[src/rtl/vram_arbiter.sv]
// rtl/vram_arbiter.sv - single-port VRAM arbiter, video priority with CPU starvation guard
module vram_arbiter #(
   parameter int ADDR_W       = 11,
   parameter int DATA_W       = 8,
   parameter int STARVE_LIMIT = 4
) (
   input  logic              i_clock,
   input  logic              i_reset,
   input  logic              i_vid_req,
   input  logic [ADDR_W-1:0] i_vid_addr,
   output logic              o_vid_ack,
   output logic              o_vid_rvalid,
   output logic [DATA_W-1:0] o_vid_rdata,
   input  logic              i_cpu_req,
   input  logic [ADDR_W-1:0] i_cpu_addr,
   input  logic              i_cpu_we,
   input  logic [DATA_W-1:0] i_cpu_wdata,
   output logic              o_cpu_ack,
   output logic              o_cpu_rvalid,
   output logic [DATA_W-1:0] o_cpu_rdata,
   output logic [ADDR_W-1:0] o_mem_addr,
   output logic              o_mem_we,
   output logic [DATA_W-1:0] o_mem_wdata,
   input  logic [DATA_W-1:0] i_mem_rdata
);

   localparam int CNT_W = $clog2(STARVE_LIMIT + 1);
   localparam logic [CNT_W-1:0] LIMIT = CNT_W'(STARVE_LIMIT);

   logic [CNT_W-1:0]  r_starve_cnt;
   logic [ADDR_W-1:0] r_mem_addr;
   logic              r_mem_we;
   logic [DATA_W-1:0] r_mem_wdata;
   // Read tag pipeline: stage1 while the RAM samples the address, stage2 while data returns.
   logic              r_s1_valid;
   logic              r_s1_cpu;
   logic              r_s2_valid;
   logic              r_s2_cpu;

   logic w_force;
   logic w_vid_grant;
   logic w_cpu_grant;

   // A CPU that has waited STARVE_LIMIT cycles pre-empts video for one slot.
   assign w_force     = i_cpu_req && (r_starve_cnt == LIMIT);
   assign w_vid_grant = !i_reset && i_vid_req && !w_force;
   assign w_cpu_grant = !i_reset && i_cpu_req && (w_force || !i_vid_req);

   assign o_vid_ack    = w_vid_grant;
   assign o_cpu_ack    = w_cpu_grant;
   assign o_mem_addr   = r_mem_addr;
   assign o_mem_we     = r_mem_we;
   assign o_mem_wdata  = r_mem_wdata;
   assign o_vid_rvalid = r_s2_valid && !r_s2_cpu;
   assign o_cpu_rvalid = r_s2_valid && r_s2_cpu;
   assign o_vid_rdata  = i_mem_rdata;
   assign o_cpu_rdata  = i_mem_rdata;

   // Count consecutive cycles the CPU is left waiting; saturate at the limit.
   always_ff @(posedge i_clock) begin
      if (i_reset || !i_cpu_req || w_cpu_grant) begin
         r_starve_cnt <= '0;
      end else if (r_starve_cnt != LIMIT) begin
         r_starve_cnt <= r_starve_cnt + 1'b1;
      end
   end

   // Register the granted access onto the RAM port; idle cycles only drop the write enable.
   always_ff @(posedge i_clock) begin
      if (i_reset) begin
         r_mem_addr  <= '0;
         r_mem_we    <= 1'b0;
         r_mem_wdata <= '0;
      end else if (w_vid_grant) begin
         r_mem_addr <= i_vid_addr;
         r_mem_we   <= 1'b0;
      end else if (w_cpu_grant) begin
         r_mem_addr  <= i_cpu_addr;
         r_mem_we    <= i_cpu_we;
         r_mem_wdata <= i_cpu_wdata;
      end else begin
         r_mem_we <= 1'b0;
      end
   end

   // Track owner of each outstanding read so data returns to the right requester.
   always_ff @(posedge i_clock) begin
      if (i_reset) begin
         r_s1_valid <= 1'b0;
         r_s1_cpu   <= 1'b0;
         r_s2_valid <= 1'b0;
         r_s2_cpu   <= 1'b0;
      end else begin
         r_s1_valid <= w_vid_grant || (w_cpu_grant && !i_cpu_we);
         r_s1_cpu   <= w_cpu_grant;
         r_s2_valid <= r_s1_valid;
         r_s2_cpu   <= r_s1_cpu;
      end
   end

endmodule

[config.mk]
export PLATFORM = sky130hd
export DESIGN_NAME = vram_arbiter
export DESIGN_NICKNAME = d
export VERILOG_FILES = /design/src/rtl/vram_arbiter.sv
export SDC_FILE = /design/constraint.sdc
export NUM_CORES = 1
export LEC_CHECK = 0
export CORE_MARGIN = 5
export CORE_UTILIZATION = 30
export DETAILED_ROUTE_END_ITERATION = 10
export PLACE_DENSITY = 0.68
export SYNTH_ARGS = -nofsm -noshare
export SYNTH_HDL_FRONTEND = slang
export SYNTH_SLANG_ARGS = --single-unit
[constraint.sdc]
create_clock -name i_clock -period 3.4 [get_ports i_clock]
set_input_delay 0.68 -clock i_clock [delete_from_list [all_inputs] [get_ports i_clock]]
set_output_delay 0.68 -clock i_clock [all_outputs]
set_load 0.005 [all_outputs]
==> results.txt <==
In this design, the critical path's most frequently occurring cell is sky130_fd_sc_hd__clkdlybuf4s50_1. The vertical extent of the die came out at 76.4 um. The number of buffers inserted during clock tree synthesis came out at 3. The post-synthesis cell type with the largest combined area is sky130_fd_sc_hd__dfxtp_1.

The via count came out at 1,109. CTS built an H-tree with a depth of 1. The synthesized design devotes to its leading area cell type 40.8% of total area. The final hold slack came out at 0.459 ns.

The die footprint came out at 5840 sq um. The cell with the most instances after synthesis is sky130_fd_sc_hd__dfxtp_1. The final number of max-transition violations is 0. The number of remaining DRC errors came out at 0. The final count of hold timing violations came out at 0.

The placer congestion estimate came out at 0.712. The diode insertion count for antenna repair came out at 0. In this run the static leakage power is 0.674 nW. Once the floorplan was initialized, standard cells occupied 30.6% of the core. The number of nets with antenna violations after detailed routing came out at 0. The global-route wire length before repair is 5550 um. The total placed cells including tap cells came out at 228. The largest single stage delay on the critical path is 0.60 ns. The top achievable clock speed came out at 0.347 GHz.

The via count of the first global-routing pass is 1,140. The combinational share of power came out at 20.8%. The clock tree from TritonCTS is done.

The async set-or-reset flop fraction in the synthesized netlist came out at 0%. In the final routed layout, each cell accounts on average for 14.4 um. After the first detailed-routing iteration, the DRC count stood at 70. The largest net degree at the start of global routing came out at 26. The total number of yosys warnings came out at 0.

The area of the core region came out at 4320 sq um. The global-route congestion overflow total is 0. The critical path data required time came out at 2.72 ns. For this run, the total global-route usage over all layers was measured as 11.5%. The launch instance of the worst min-delay path is r_s1_cpu. The run finished with clean final reports. Traced cell by cell, the critical path runs through clkdlybuf4s50_1 -> nand2b_1 -> nor2_1 -> clkdlybuf4s50_1.

Setup total negative slack on the finished layout was measured at 0 ns. The post-synthesis instance area came out at 1320 sq um. The number of different library cells in the post-synthesis netlist is 26. The latest clock arrival within the worst-skew pair came out at 0.27 ns. By area the synthesized netlist is led by sky130_fd_sc_hd__dfxtp_1 41%, sky130_fd_sc_hd__buf_4 10%, sky130_fd_sc_hd__a311oi_1 7.3%.

The final core utilization came out at 43.1%. The total setup buffers inserted after CTS is 0. Of the cells placed in the final design, the portion with a size suffix greater than 1 is 11.1%. In this run the worst path has a maximum fanout of 11. The normalized max-slew margin came out at 52.1%.

During I/O placement, the number of pins put on the boundary was 83. Counting every net in the synthesized netlist gives 185. The area added between synthesis and finish came out at 40.8%. Summed over all layers, the routed wires come to 3340 um. The hold-fix buffer count after cts came out at 0.

The average instance in the mapped netlist occupies 9.46 sq um. The startpoint identified for the worst register-to-register timing path is r_starve_cnt[0]. The part of the Yosys area used for sequential elements came out at 40.8%.

The die span in x came out at 76.4 um. The initial antenna violation count is 0. The worst ir drop on vdd is 0.309 mV. After layout, the worst path uses 84.8% of the clock period. The number of clock sinks came out at 27. The commonest cells after synthesis are 27 x sky130_fd_sc_hd__dfxtp_1, 18 x sky130_fd_sc_hd__buf_4, 14 x sky130_fd_sc_hd__nor2_1. Setup repair after global routing left no endpoint under its margin.

The layout filler cell count is 445. On the critical path, the stage with the largest delay is an instance of sky130_fd_sc_hd__clkdlybuf4s50_1. The final layout net count is 226. The most critical setup path has its startpoint at i_reset. Buffers placed on the I/O ports in this run total 58. The worst setup path is of the in -> out kind. The floorplan row count is 24.

The post-route clock skew is 0.00880 ns. Of the total power, registers draw 51.5%. The final instance count without filler cells came out at 232.

The switching power as a share of total power came out at 23.8%. The buffer levels on the longest clock path came out at 2. The actual transition at the worst max-transition pin came out at 0.716 ns. The clock input transition at the sequential cells of the worst setup and hold paths is 0.10 ns. The average via count per standard cell is 4.78. The arrival time at the worst endpoint came out at 2.20 ns. For this design the total switching power over the nets is 0.159 mW.

The number of flip-flops and latches in the synthesized netlist is 27. In the synthesized netlist the dominant register cell turns out to be sky130_fd_sc_hd__dfxtp_1. The post-CTS resize count came out at 0. Setup violations remaining at the end of the flow were counted as 0. The internal power component is 0.508 mW. The HPWL reported at the end of detailed placement came out at 2550 um. The final critical-path required period came out at 2.88 ns. The part of the total power dissipated in the clock network is 27.7%.

The first detailed-routing pass ran for 4 iterations. The number of enable flip-flop cells after synthesis came out at 0. CTS placed an instance of sky130_fd_sc_hd__clkbuf_8 at the clock tree root. The category of the worst setup path launch point is an input port.

The number of max-cap violations is 0. Synthesis produced a netlist whose cell count is 140. Power spread over the standard cell area amounts to 358 nW/um^2. STA classifies the critical path endpoint as an output port. The path class of the tightest hold or removal check is reg -> reg.
==> critical path: cells and delay by family <==
family | cells | cell delay (ns)
buffers and inverters | 2 | 1.12
and+or+nand+nor | 2 | 0.40
==> flip-flops by register name, indices dropped and copies added (netlist names) <==
| signal | flops |
|---|---|
| o_mem_we | 1 |
| r_s1_valid | 1 |
| o_mem_wdata | 8 |
| r_s2_cpu | 1 |
| r_s1_cpu | 1 |
| r_s2_valid | 1 |
| o_mem_addr | 11 |
| r_starve_cnt | 3 |
==> cells by family after synthesis <==
family	count (synthesis)	synth area share, %
compound gates	37	20.5
fa+ha+maj	2	1.89
buf+inv	29	14.7
flops	27	40.8
mux	9	7.56
simple gates	36	14.5
==> power by group through the flow <==
stage | sequential, mW | clock (mW) | combinational, mW
6_report | 0.344 | 0.185 | 0.139
5_1_grt | 0.347 | 0.208 | 0.153
4_1_cts | 0.344 | 0.193 | 0.141
3_5_place_dp | 0.351 | 0 | 0.140
3_3_place_gp | 0.351 | 0 | 0.140
2_1_floorplan | 0.352 | 0 | 0.0683
==> cells in the final DEF, fill, tap and decap left out, drive strengths merged <==
master	synthesis	final
nor3b	1	1
nand2	2	2
mux2i	1	1
clkdlybuf4s50	0	58
nor3	2	2
a311oi	11	11
inv	3	3
clkinvlp	0	1
dfxtp	27	27
nor2	14	14
a211oi	11	11
nor2b	11	11
buf	25	4
clkbuf	1	3
nand2b	2	2
nand3	1	1
and2	2	2
o21ai	11	11
mux2	8	8
and3	1	1
ha	2	2
o21ba	1	1
a21oi	2	2
o22ai	1	1
==> metal layers <==
layer  vias to the layer above  GRT usage, %  part of all wire [%]  routed length, um
li1                        557             -                     -                  -
met1                       488          14.1                    43               1450
met2                        57          17.1                    42               1390
met3                         7          7.92                    14                478
met4                         0          1.57                  0.75                 25
met5                         -             0                     0                  0
==> path summary, 6_finish.rpt <==
kind / end / slack, ns / cells past startpoint
setup / recovery: o_vid_ack / 0.52 / 4
hold / removal: r_s2_cpu / 0.46 / 1
setup reg to reg: o_mem_wdata[7] / 1.86 / 6
hold reg to reg: r_s2_cpu / 0.46 / 1
==> area by class of cell <==
type                       count  area (sq um)  area share, %
sequential                    27           541           29.0
tap                           52          65.1           3.49
multi-input combinational     84           588           31.5
clock inverter                 1          7.51          0.403
inverter                       3          11.3          0.604
timing repair buffer          62           611           32.8
clock buffer                   3          41.3           2.21
==> stage by stage <==
step / area (sq um) / total power, mW / setup WS (ns)
after CTS: 1860 / 0.678 / 0.488
final: 1860 / 0.667 / 0.516
after floorplan: 1320 / 0.421 / 1.54
after detailed placement: 1820 / 0.491 / 0.491
after global placement: 1820 / 0.491 / 0.488
after global routing: 1860 / 0.708 / 0.393
Power figures use the tool's default switching activity.
